--- src/rtl/fork_join_pkg.sv ---
// Shared FSM state codes and join-mode encodings for the fork/join sequencer.
package fork_join_pkg;

  localparam int unsigned STATE_W = 3;
  localparam int unsigned MODE_W  = 2;

  localparam logic [STATE_W-1:0] IDLE  = 3'd0;
  localparam logic [STATE_W-1:0] FORK  = 3'd1;
  localparam logic [STATE_W-1:0] WAIT  = 3'd2;
  localparam logic [STATE_W-1:0] POST  = 3'd3;
  localparam logic [STATE_W-1:0] PWAIT = 3'd4;
  localparam logic [STATE_W-1:0] FIN   = 3'd5;

  localparam logic [MODE_W-1:0] JOIN_ALL  = 2'd0;
  localparam logic [MODE_W-1:0] JOIN_ANY  = 2'd1;
  localparam logic [MODE_W-1:0] JOIN_NONE = 2'd2;

  // The reserved encoding behaves as JOIN_ALL.
  function automatic logic [MODE_W-1:0] norm_mode(input logic [MODE_W-1:0] m);
    return (m == JOIN_ANY || m == JOIN_NONE) ? m : JOIN_ALL;
  endfunction

endpackage

--- src/rtl/fj_job_tracker.sv ---
// Pending-mask register for the worker bank plus a lowest-index encoder over
// the done pulses that hit a still-pending worker.
module fj_job_tracker
  import fork_join_pkg::*;
#(
  parameter int unsigned N_JOBS = 3,
  parameter int unsigned ID_W   = $clog2(N_JOBS)
) (
  input  logic              clk,
  input  logic              rst_n,
  input  logic              set_all,
  input  logic [N_JOBS-1:0] done_in,
  output logic [N_JOBS-1:0] pending,
  output logic              any_valid,
  output logic [ID_W-1:0]   first_idx
);

  logic [N_JOBS-1:0] pending_q;
  logic [N_JOBS-1:0] pending_d;
  logic [N_JOBS-1:0] valid;

  // Dones for workers that are not pending fall out of the AND and are ignored.
  always_comb begin
    valid     = done_in & pending_q;
    pending_d = set_all ? {N_JOBS{1'b1}} : (pending_q & ~done_in);
    first_idx = '0;
    for (int i = int'(N_JOBS) - 1; i >= 0; i--) begin
      if (valid[i]) first_idx = ID_W'(i);
    end
  end

  assign any_valid = |valid;
  assign pending   = pending_q;

  always_ff @(posedge clk or negedge rst_n) begin
    if (!rst_n) pending_q <= '0;
    else        pending_q <= pending_d;
  end

endmodule

--- src/rtl/fork_join_ctrl.sv ---
// Fork/join sequencer: starts N_JOBS workers, joins per mode, runs a post job.
// Optional watchdog on WAIT/PWAIT is enabled by defining FJ_TIMEOUT_EN.
module fork_join_ctrl
  import fork_join_pkg::*;
#(
  parameter int unsigned N_JOBS = 3
`ifdef FJ_TIMEOUT_EN
  , parameter int unsigned TMO_W = 16
`endif
) (
  input  logic                       clk,
  input  logic                       rst_n,
  input  logic                       go,
  input  logic [1:0]                 mode,
  output logic [N_JOBS-1:0]          job_start,
  input  logic [N_JOBS-1:0]          job_done,
  output logic                       post_start,
  input  logic                       post_done,
  output logic                       busy,
  output logic                       done,
  output logic [$clog2(N_JOBS)-1:0]  first_id,
  output logic [N_JOBS-1:0]          pending
`ifdef FJ_TIMEOUT_EN
  , output logic                     timeout
`endif
);

  localparam int unsigned ID_W = $clog2(N_JOBS);

  logic [STATE_W-1:0] state_q, state_d;
  logic [MODE_W-1:0]  mode_q, mode_d;
  logic [ID_W-1:0]    first_id_q, first_id_d;
  logic               fid_seen_q, fid_seen_d;
  logic [N_JOBS-1:0]  job_start_q, job_start_d;
  logic               post_start_q, post_start_d;
  logic               busy_q, busy_d;
  logic               done_q, done_d;

  logic               set_all;
  logic               any_valid;
  logic [ID_W-1:0]    first_idx;
  logic               all_clear;

`ifdef FJ_TIMEOUT_EN
  logic [TMO_W-1:0]   tmo_q, tmo_d;
  logic               timeout_q, timeout_d;
  logic               tmo_hit;

  assign tmo_hit = &tmo_q;
`endif

  fj_job_tracker #(
    .N_JOBS (N_JOBS),
    .ID_W   (ID_W)
  ) u_tracker (
    .clk       (clk),
    .rst_n     (rst_n),
    .set_all   (set_all),
    .done_in   (job_done),
    .pending   (pending),
    .any_valid (any_valid),
    .first_idx (first_idx)
  );

  // JOIN_ALL completes on the cycle whose dones clear the last pending bit.
  assign all_clear = ~|(pending & ~job_done);

  always_comb begin
    state_d    = state_q;
    mode_d     = mode_q;
    first_id_d = first_id_q;
    fid_seen_d = fid_seen_q;
    set_all    = 1'b0;
`ifdef FJ_TIMEOUT_EN
    timeout_d  = 1'b0;
`endif
    case (state_q)
      IDLE: begin
        if (go) begin
          mode_d  = norm_mode(mode);
          state_d = FORK;
        end
      end
      FORK: begin
        set_all    = 1'b1;
        first_id_d = '0;
        fid_seen_d = 1'b0;
        state_d    = (mode_q == JOIN_NONE) ? POST : WAIT;
      end
      WAIT: begin
        if (any_valid && !fid_seen_q) begin
          first_id_d = first_idx;
          fid_seen_d = 1'b1;
        end
        if ((mode_q == JOIN_ANY) ? any_valid : all_clear) begin
          state_d = POST;
        end
`ifdef FJ_TIMEOUT_EN
        else if (tmo_hit) begin
          state_d   = FIN;
          timeout_d = 1'b1;
        end
`endif
      end
      POST: state_d = PWAIT;
      PWAIT: begin
        if (post_done) begin
          state_d = FIN;
        end
`ifdef FJ_TIMEOUT_EN
        else if (tmo_hit) begin
          state_d   = FIN;
          timeout_d = 1'b1;
        end
`endif
      end
      FIN:     state_d = IDLE;
      default: state_d = IDLE;
    endcase

    // Outputs decode the next state so they are flopped in step with state_q.
    job_start_d  = {N_JOBS{(state_d == FORK)}};
    post_start_d = (state_d == POST);
    busy_d       = (state_d != IDLE);
    done_d       = (state_d == FIN);
  end

`ifdef FJ_TIMEOUT_EN
  // Watchdog restarts from zero on every state entry.
  always_comb begin
    tmo_d = '0;
    if ((state_q == WAIT || state_q == PWAIT) && state_d == state_q) begin
      tmo_d = tmo_q + TMO_W'(1);
    end
  end

  always_ff @(posedge clk or negedge rst_n) begin
    if (!rst_n) begin
      tmo_q     <= '0;
      timeout_q <= 1'b0;
    end else begin
      tmo_q     <= tmo_d;
      timeout_q <= timeout_d;
    end
  end

  assign timeout = timeout_q;
`endif

  always_ff @(posedge clk or negedge rst_n) begin
    if (!rst_n) begin
      state_q      <= IDLE;
      mode_q       <= JOIN_ALL;
      first_id_q   <= '0;
      fid_seen_q   <= 1'b0;
      job_start_q  <= '0;
      post_start_q <= 1'b0;
      busy_q       <= 1'b0;
      done_q       <= 1'b0;
    end else begin
      state_q      <= state_d;
      mode_q       <= mode_d;
      first_id_q   <= first_id_d;
      fid_seen_q   <= fid_seen_d;
      job_start_q  <= job_start_d;
      post_start_q <= post_start_d;
      busy_q       <= busy_d;
      done_q       <= done_d;
    end
  end

  assign job_start  = job_start_q;
  assign post_start = post_start_q;
  assign busy       = busy_q;
  assign done       = done_q;
  assign first_id   = first_id_q;

endmodule

--- config.mk ---
export PLATFORM = sky130hd
export DESIGN_NAME = fork_join_ctrl
export DESIGN_NICKNAME = d
export VERILOG_FILES = /design/src/rtl/fork_join_pkg.sv /design/src/rtl/fj_job_tracker.sv /design/src/rtl/fork_join_ctrl.sv
export SDC_FILE = /design/constraint.sdc
export NUM_CORES = 1
export LEC_CHECK = 0
export CORE_MARGIN = 2
export CORE_UTILIZATION = 35
export CTS_CLUSTER_DIAMETER = 200
export DETAILED_ROUTE_END_ITERATION = 10
export DONT_BUFFER_PORTS = 1
export PLACE_DENSITY_LB_ADDON = 0.15
export SYNTH_ARGS = -nofsm -noshare
export SYNTH_HDL_FRONTEND = slang
export SYNTH_SLANG_ARGS = --single-unit
--- constraint.sdc ---
create_clock -name clk -period 2.1 [get_ports clk]
set_clock_uncertainty 0.05 [all_clocks]
set_input_delay 0.315 -clock clk [delete_from_list [all_inputs] [get_ports clk]]
set_output_delay 0.315 -clock clk [all_outputs]
set_load 0.02 [all_outputs]
==> results.json <==
{
  "max_freq_mhz": 578,
  "synth.avg_cell_area_um2": 10.7,
  "cts_resized": 0,
  "grt_pass1_wl_mm": 1.94,
  "clockRootBuffer": "clkbuf_4",
  "clk_pin_slew_ns": 0.08,
  "track_usage": 0.127,
  "first_pass_iters": 4,
  "io_buffers": 0,
  "vias": 449,
  "hold_start": "job_done[1]",
  "peakVddDrop_mv": 0.522,
  "r2r_start": "state_q[2]",
  "p_clk_frac": 0.146,
  "synth.distinct_cells": 28,
  "path_class": "reg2reg",
  "crit_path_max_fanout": 8,
  "reg2reg_depth": 4,
  "use_met3": 0.0415,
  "drt_iter0_markers": 11,
  "fillers": 183,
  "hold_ws_ns": 0.0716,
  "die-area_um2": 2270,
  "synth_top_area_frac": 0.564,
  "dieWidth_um": 47.6,
  "core-area_um2": 1760,
  "grt_start_max_net_pins": 16,
  "arrival_ns": 1.90,
  "ys_seq_area_frac": 0.564,
  "wl_per_cell_um": 12.9,
  "min_to": "u_tracker.pending[1]",
  "drv_cap": 0,
  "power.leakage_nw": 0.344,
  "cp-end-kind": "flip-flop",
  "ys_warn_count": 0,
  "pwr-share-comb": 0.314,
  "crit_chain": "or3b_4 > or4b_1 > o31ai_1 > or2_2",
  "hold_viol": 0,
  "synth_area_leaders": "dfrtp_1 (56%), o21ai_0 (4.5%), nand2_1 (3.4%)",
  "cp_slowest_cell": "or4b_1",
  "rsz0062_at_grt": "false",
  "hold_depth": 1,
  "multi_input_area_um2": 255,
  "synthToLayoutAreaGrowth_pct": 8.27,
  "htreeDepth": 1,
  "hold_path.class": "in2reg",
  "met1_usage": 0.177,
  "fin_tns_setup_ns": 0,
  "cp_num_buf_inv": 0,
  "p_int_mw": 0.644,
  "synth_fp_nets": 71,
  "setup_viol": 0,
  "use_met2": 0.176,
  "ys_ff_latch": 15,
  "period_share": 0.823,
  "cts_made_buffers": 3,
  "required_ns": 2.27,
  "overflow": 0,
  "regArea_um2": 375,
  "reg2reg_to": "post_start",
  "fin_crit_ns": 1.73,
  "netlist_area_um2": 666,
  "r2r_slack_ns": 0.37,
  "top_usage_layer": "met1",
  "final_nets": 75,
  "netlist_instances": 62,
  "cp-start-kind": "flip-flop",
  "pin_count": 20,
  "post-cts-setup-buffer-count": 0,
  "drive_gt1_frac": 0.154,
  "drv_slew": 0,
  "postCtsHoldBufs": 1,
  "cts_tree": "done",
  "synth_top_area_cell": "dfrtp_1",
  "p_seq_frac": 0.540,
  "clock_path_buffers": 2,
  "antenna_found_initial": 0,
  "power_per_cell_area_nw_per_um2": 1530,
  "p_switching_mw": 0.459,
  "clkLatencyLatePin_ns": 0.28,
  "gp_congestion": 0.748,
  "start_util": 0.377,
  "route.detailed.drc": 0,
  "clock_sinks": 15,
  "grt_pass1_vias": 425,
  "status": "complete, no violations",
  "ant_nets": 0,
  "path_delay_family": "simple AND/OR/NAND/NOR gates",
  "die-height_um": 47.6,
  "slew_headroom": 0.551,
  "rows": 15,
  "drt_wl_total_mm": 1.16,
  "dp_hpwl_um": 860,
  "sw_frac_of_total": 0.416,
  "cpPeakStageDelay_ns": 0.50,
  "vias_per_cell": 4.99,
  "worst_pin_slew_ns": 0.672,
  "n_antenna_cell": 0
}
worst max-delay path by stage:
stage	startpoint	end	slack, ns	depth (start not counted)
2_1_floorplan	state_q[0]	post_start	0.47	4
5_1_grt	state_q[2]	post_start	0.29	4
4_1_cts	state_q[2]	post_start	0.37	4
6_report	state_q[2]	post_start	0.37	4
3_3_place_gp	state_q[2]	post_start	0.40	4
3_5_place_dp	state_q[2]	post_start	0.40	4
Yosys cell counts, drive strengths merged:
cell type / instances
nor2: 3
a21o: 1
or2b: 1
or3b: 3
and2b: 1
nand3b: 2
a222oi: 1
o22ai: 1
or3: 1
nand4: 1
xor2: 1
o21ai: 6
xnor2: 1
or4b: 1
or2: 1
o31ai: 1
a32oi: 1
buf: 3
nor3: 1
inv: 4
dfrtp: 15
a21oi: 1
nand2b: 3
nand2: 6
and3: 1
a2111oi: 1
power groups by stage:
stage	registers [mW]	logic, mW	clock network [mW]
final	0.596	0.347	0.161
after detailed placement	0.600	0.339	0
after floorplan	0.573	0.299	0
after CTS	0.596	0.351	0.166
after global placement	0.597	0.342	0
after global routing	0.618	0.396	0.184
logic make-up (layout without fill, tap and decap cells):
kind of cell	after synthesis	in the layout	synth area share
compound gates	13	13	0.126
xor+xnor	2	2	0.0263
buf+inv	7	10	0.0526
flops	15	15	0.564
simple gates	25	25	0.231
cell type report:
cell class                      count  area share
Sequential cell                    15       0.521
Multi-Input combinational cell     40       0.354
Tap cell                           25      0.0434
Clock buffer                        4      0.0365
Timing Repair Buffer                2      0.0243
Inverter                            4      0.0208
metrics by stage:
stage               total power [mW]   util  setup WS, ns  area, µm²  std cells
CTS                             1.11  0.409         0.372        721         90
finish                          1.10  0.409         0.371        721         90
global placement               0.938  0.388         0.403        684         85
floorplan                      0.872      -         0.468        666         62
detailed placement             0.939  0.388         0.402        684         85
global route                    1.20  0.409         0.288        721         90
cells in the final DEF (no fill, tap or decap), types with 2 or more instances in the layout:
| cell type | n |
|---|---|
| dfrtp_1 | 15 |
| nor2_1 | 3 |
| nand2b_1 | 3 |
| o21ai_0 | 6 |
| nand2_1 | 6 |
| inv_1 | 4 |
| or3b_2 | 2 |
| clkbuf_4 | 3 |
| nand3b_1 | 2 |
flip-flops by register name (all words and copies together), names as in the netlist:
register / flops
state_q: 3
u_tracker.pending: 3
first_id: 2
mode_q: 2
busy: 1
done: 1
fid_seen_q: 1
job_start: 1
post_start: 1
routing by layer:
| metal | share of wire | up-vias |
|---|---|---|
| met4 | 0.019 | 0 |
| met1 | 0.48 | 215 |
| met5 | 0 | - |
| li1 | - | 220 |
| met3 | 0.053 | 4 |
| met2 | 0.45 | 10 |
(Power assumes the default switching activity.)
